===== config.mk =====
export PLATFORM = sky130hd
export DESIGN_NAME = iter_shift_sequencer
export DESIGN_NICKNAME = d
export VERILOG_FILES = /design/src/rtl/iter_shift_pkg.sv /design/src/rtl/shift_step.sv /design/src/rtl/iter_shift_sequencer.sv
export SDC_FILE = /design/constraint.sdc
export NUM_CORES = 1
export LEC_CHECK = 0
export BUFFER_PORTS_ARGS = -buffer_cell sky130_fd_sc_hd__buf_2
export CAP_MARGIN = 10
export CORE_ASPECT_RATIO = 1.1
export CORE_MARGIN = 2
export CORE_UTILIZATION = 50
export CTS_BUF_LIST = sky130_fd_sc_hd__clkbuf_8
export DETAILED_ROUTE_END_ITERATION = 10
export GPL_TIMING_DRIVEN = 0
export PLACE_DENSITY = 0.74
export SYNTH_ARGS = -nofsm -noshare
export SYNTH_HDL_FRONTEND = slang
export SYNTH_SLANG_ARGS = --single-unit

===== constraint.sdc =====
create_clock -name clk -period 3 [get_ports clk]
set_clock_uncertainty 0.2 [all_clocks]
set_input_delay 0.15 -clock clk [delete_from_list [all_inputs] [get_ports clk]]
set_output_delay 0.15 -clock clk [all_outputs]
set_load 0.01 [all_outputs]

===== src/rtl/iter_shift_pkg.sv =====
// Shared encodings for the iterative shifter and the ALU decode: op codes,
// FSM states and default widths.
package iter_shift_pkg;

    localparam int WIDTH_DEF   = 32;
    localparam int SHAMT_W_DEF = 5;

    localparam logic [1:0] OP_SLL = 2'b00;
    localparam logic [1:0] OP_SRL = 2'b01;
    localparam logic [1:0] OP_SRA = 2'b10;
    localparam logic [1:0] OP_RSV = 2'b11;

    typedef enum logic [1:0] {
        S_IDLE  = 2'd0,
        S_SHIFT = 2'd1,
        S_DONE  = 2'd2
    } state_t;

endpackage : iter_shift_pkg


===== src/rtl/shift_step.sv =====
// Combinational fixed-distance shift stage (STEP positions) built from mux2_1
// cells; SRA fills with the sign bit, SLL/SRL fill with zeros.
module mux2_1 (
    input  logic a,
    input  logic b,
    input  logic sel,
    output logic y
);
    assign y = sel ? b : a;
endmodule : mux2_1

module shift_step
    import iter_shift_pkg::*;
#(
    parameter int WIDTH = WIDTH_DEF,
    parameter int STEP  = 1
) (
    input  logic [WIDTH-1:0] w,
    input  logic [1:0]       op,
    output logic [WIDTH-1:0] next_w
);
    logic is_left;
    logic fill;

    assign is_left = (op == OP_SLL);
    assign fill    = (op == OP_SRA) & w[WIDTH-1];

    generate
        for (genvar gi = 0; gi < WIDTH; gi++) begin : g_bit
            logic left_bit;
            logic right_bit;

            if (gi >= STEP) begin : g_left_src
                assign left_bit = w[gi-STEP];
            end else begin : g_left_zero
                assign left_bit = 1'b0;
            end

            if (gi + STEP < WIDTH) begin : g_right_src
                assign right_bit = w[gi+STEP];
            end else begin : g_right_fill
                assign right_bit = fill;
            end

            mux2_1 u_mux (
                .a  (right_bit),
                .b  (left_bit),
                .sel(is_left),
                .y  (next_w[gi])
            );
        end
    endgenerate

endmodule : shift_step


===== src/rtl/iter_shift_sequencer.sv =====
// Multi-cycle SLL/SRL/SRA unit reusing a single shift stage.
// ITER_SHIFT_STEP4_EN adds a 4-position stage used while cnt >= 4.
module iter_shift_sequencer
    import iter_shift_pkg::*;
#(
    parameter int WIDTH   = WIDTH_DEF,
    parameter int SHAMT_W = SHAMT_W_DEF
) (
    input  logic               clk,
    input  logic               rst,
    input  logic               start,
    input  logic [1:0]         op,
    input  logic [SHAMT_W-1:0] shamt,
    input  logic [WIDTH-1:0]   data_in,
    output logic               busy,
    output logic               done,
    output logic [WIDTH-1:0]   result
);
    state_t             state_q, state_d;
    logic [SHAMT_W-1:0] cnt_q, cnt_d;
    logic [WIDTH-1:0]   work_q, work_d;
    logic [WIDTH-1:0]   result_q, result_d;
    logic [1:0]         op_q, op_d;
    logic [WIDTH-1:0]   step1_w;

    shift_step #(.WIDTH(WIDTH), .STEP(1)) u_step1 (
        .w     (work_q),
        .op    (op_q),
        .next_w(step1_w)
    );

`ifdef ITER_SHIFT_STEP4_EN
    logic [WIDTH-1:0] step4_w;

    shift_step #(.WIDTH(WIDTH), .STEP(4)) u_step4 (
        .w     (work_q),
        .op    (op_q),
        .next_w(step4_w)
    );
`endif

    always_comb begin
        state_d  = state_q;
        cnt_d    = cnt_q;
        work_d   = work_q;
        result_d = result_q;
        op_d     = op_q;
        case (state_q)
            S_IDLE: begin
                if (start) begin
                    work_d = data_in;
                    op_d   = op;
                    if (shamt == '0 || op == OP_RSV) begin
                        state_d = S_DONE;
                    end else begin
                        cnt_d   = shamt;
                        state_d = S_SHIFT;
                    end
                end
            end
            S_SHIFT: begin
`ifdef ITER_SHIFT_STEP4_EN
                if (cnt_q >= SHAMT_W'(4)) begin
                    work_d = step4_w;
                    cnt_d  = cnt_q - SHAMT_W'(4);
                end else begin
                    work_d = step1_w;
                    cnt_d  = cnt_q - SHAMT_W'(1);
                end
`else
                work_d = step1_w;
                cnt_d  = cnt_q - SHAMT_W'(1);
`endif
                if (cnt_d == '0) begin
                    state_d = S_DONE;
                end
            end
            S_DONE: begin
                state_d = S_IDLE;
            end
            default: begin
                state_d = S_IDLE;
            end
        endcase
        // Load the result on the edge entering DONE so it is valid alongside done.
        if (state_d == S_DONE && state_q != S_DONE) begin
            result_d = work_d;
        end
    end

    always_ff @(posedge clk) begin
        if (rst) begin
            state_q  <= S_IDLE;
            cnt_q    <= '0;
            work_q   <= '0;
            result_q <= '0;
            op_q     <= OP_SLL;
        end else begin
            state_q  <= state_d;
            cnt_q    <= cnt_d;
            work_q   <= work_d;
            result_q <= result_d;
            op_q     <= op_d;
        end
    end

    assign busy   = (state_q != S_IDLE);
    assign done   = (state_q == S_DONE);
    assign result = result_q;

endmodule : iter_shift_sequencer


==> metrics.csv <==
stage,metric,value,unit
place,dp.cells,545,
floorplan,io_pins,76,
route,drt-vias-per-instance,5.55,
sta,finalSetupViolations,0,
sta,relSlewSlack,67.4,%
sta,worst_pin_slew,0.489,ns
final_layout,syn_to_final_growth,27.3,%
place,gp_congestion,0.857,
final_layout,post-route-util,66.3,%
clock_tree,h-tree-depth,3,
floorplan,die_y,94.4,um
worst_setup_path,setup.worst_path.start_class,register,
worst_setup_path,path_buf_inv,2,
clock_tree,cts_buffer_depth,2,
global_routing,grt_pass1_vias,3320,
worst_setup_path,cpMaxStageDelayCell,o41ai_2,
yosys,synth_edf_count,0,
floorplan,fp.dieArea,0.00814,mm2
route,drt_iter0_drc,79,
yosys,ys.flop_type,dfxtp_1,
run_status,violations,negative hold slack,
clock_tree,cts_sinks,73,
worst_setup_path,rr_worst_depth,6,
final_layout,n_fill_cell,598,
final_layout,drive_gt1_share,26.7,%
yosys,synth_seq_cells,73,
yosys,syn_inst,386,
hold_path,hold_depth,3,
worst_setup_path,worstPathCellList,"inv_1, ha_1, o41ai_2, a32oi_2, buf_6, mux2_4",
worst_setup_path,setup.worst_path.end,result[7]$_SDFFE_PP0P_,
worst_setup_path,worstSetupPathType,register to register,
worst_setup_path,r2r_start,cnt_q[0]$_SDFFE_PP0P_,
sta,fmax,420,MHz
final_layout,multi_input_area,0.00208,mm2
yosys,ys_warn_count,0,
route,top_layer_used,met4,
worst_setup_path,cp.depth,6,
worst_setup_path,critPathCaptureType,register,
yosys,syn_area_per_cell,9.62,um2
power,power.leakage,1.99,nW
worst_setup_path,arrival,2.42,ns
global_routing,antenna_found_initial,0,
clock_tree,post_cts_buffers,0,
floorplan,die_w,86.2,um
sta,post-route-period-util,79.4,%
flow_run,maxCapViolCount,0,
floorplan,initial_core_util,52.1,%
route,wirelength,8930,um
sta,maxSlewViolCount,0,
route,route.detailed.drc,0,
place,port_buffers,74,
worst_setup_path,cp_top_family,compound AO/OA/AOI/OAI gates,
sta,layout_min_cycle_time,2.38,ns
power,p_per_area,498,mW/mm2
place,hpwl,6010,um
sta,rsz0062_at_grt,no,
final_layout,nets,549,
route,wl_per_cell,15.0,um
run_status,status,"finished, violations left",
worst_setup_path,reg2reg_slack,0.62,ns
route,wl_met3,291,um
route,first_pass_iters,4,
power,ir_drop,0.246,mV
yosys,netlist_area,0.00371,mm2
sta,hold_ws,-0.00439,ns
clock_tree,insertion_delay,0.35,ns
worst_setup_path,startpoint,cnt_q[0]$_SDFFE_PP0P_,
clock_tree,clk_pin_slew_worst_paths,0.08,ns
yosys,synth_fp_nets,430,
route,wl_met1,4260,um
route,ant_nets,0,
floorplan,core_area,0.00713,mm2
final_layout,instances_no_fill,595,
floorplan,core.rowCount,32,
global_routing,grt_overflow,0,
global_routing,grt_pass1_wl,14900,um
route,num_vias,3304,
global_routing,grtUsageTotal,22.7,%
place,preCtsSetupSlack,0.601,ns
global_routing,grt_max_degree,13,
yosys,async_flop_share,0,%
worst_setup_path,slowest_delay,0.46,ns
sta,timing.final.ws_setup,0.619,ns
route,met2RoutedLength,4260,um
hold_path,hold_path.class,input port to register,
worst_setup_path,path_max_fanout,10,
final_layout,regArea,0.00146,mm2
yosys,ys_types,39,
yosys,ys_seq_area_share,39.3,%
sta,hold_viol,1,
clock_tree,cts_tree,built,
worst_setup_path,r2r_end,result[7]$_SDFFE_PP0P_,
clock_tree,root_buffer,clkbuf_8,
sta,setup_tns,0,ns
final_layout,diodes,0,
worst_setup_path,cp_data_required_time,3.04,ns
clock_tree,cts_buffers,9,
-- per-stage QoR --
stage | area (um2) | power [W]
global placement | 4190 | 0.00155
detailed placement | 4190 | 0.00156
global route | 4730 | 0.00246
finish | 4730 | 0.00235
floorplan | 3710 | 0.00143
CTS | 4730 | 0.00236
-- synth_stat cells (3+ instances only) --
library cell  number  area (um2)
o21ai_0           31         155
o21a_1            31         233
nor3b_1           31         233
nand2_1            3        11.3
mux2_2             3        33.8
nor2_1             5        18.8
clkbuf_1          23        86.3
nand3_1            3        15.0
buf_6              3        33.8
nor2b_1           36         225
dfxtp_1           73        1460
mux2_4            29         435
a21oi_1           35         175
buf_2              6        30.0
a211oi_1           3        22.5
mux2i_1            3        30.0
buf_1              4        15.0
inv_1              3        11.3
a22oi_1           33         248
nand2b_1           3        18.8
-- final cells by class --
type / instances / area share [%]
Multi-Input combinational cell: 274 / 43.9
Sequential cell: 73 / 30.9
Timing Repair Buffer: 108 / 15.0
Buffer: 36 / 3.49
Clock buffer: 10 / 2.91
Tap cell: 85 / 2.25
Clock inverter: 6 / 1.24
Inverter: 3 / 0.238
-- logic make-up (layout without fill, tap and decap cells) --
kind of cell | count (synthesis) | after routing | synth area share (%)
AO/OA/AOI/OAI | 145 | 145 | 25.3
AND/OR/NAND/NOR | 90 | 90 | 16.0
flip-flops | 73 | 73 | 39.3
buffers and inverters | 39 | 163 | 4.75
multiplexers | 35 | 35 | 13.4
adder cells (fa/ha/maj) | 2 | 2 | 0.674
XOR/XNOR | 2 | 2 | 0.472
-- power by group --
group          leakage [nW]  switching [W]  internal (W)
Clock                0.0995       0.000377      0.000401
Sequential            0.596      0.0000504       0.00104
Combinational          1.29       0.000258      0.000231
Total                  1.99       0.000685       0.00167
-- routing by layer --
layer  GRT usage, %  vias up
met5              0        -
li1               -     1650
met3           3.85       11
met1           28.3     1575
met2           40.1       68
met4           6.64        0
-- tightest hold or removal path, stage by stage --
cell and delay, ns:
buf_2 0.09, a22oi_1 0.07, a21oi_1 0.18
-- registers in the layout, indices dropped and copies added, names as in the netlist --
register and count:
cnt_q 5, state_q 2, result 32, op_q 2
work_q 32
-- worst min path at each step --
stage / endpoint / slack (ns) / from
after floorplan: op_q[0]$_SDFFE_PP0P_ / 0.1 / op[0]
after detailed placement: cnt_q[2]$_SDFFE_PP0P_ / 0.23 / shamt[2]
after global routing: work_q[24]$_SDFF_PP0_ / 0.01 / data_in[24]
after CTS: cnt_q[0]$_SDFFE_PP0P_ / 0.003 / shamt[0]
after global placement: cnt_q[2]$_SDFFE_PP0P_ / 0.22 / shamt[2]
final: work_q[24]$_SDFF_PP0_ / -0.004 / data_in[24]
-- cell usage in the layout, fill, tap and decap left out, types with 4 or more instances in the layout --
| cell | netlist | final |
|---|---|---|
| dlygate4sd3_1 | 0 | 34 |
| nor2_1 | 5 | 5 |
| nor2b_1 | 36 | 36 |
| mux2_4 | 29 | 29 |
| dfxtp_1 | 73 | 73 |
| clkbuf_8 | 0 | 10 |
| a21oi_1 | 35 | 35 |
| nor3b_1 | 31 | 31 |
| inv_1 | 3 | 4 |
| buf_2 | 6 | 80 |
| o21ai_0 | 31 | 31 |
| buf_1 | 4 | 4 |
| o21a_1 | 31 | 31 |
| clkbuf_1 | 23 | 23 |
| a22oi_1 | 33 | 33 |
-- what timing repair did --
action                    CTS  global route
resized for setup           0             0
hold buffers               34             0
hold endpoints to repair   35             0
No activity file was read; power rests on OpenSTA's default activity.
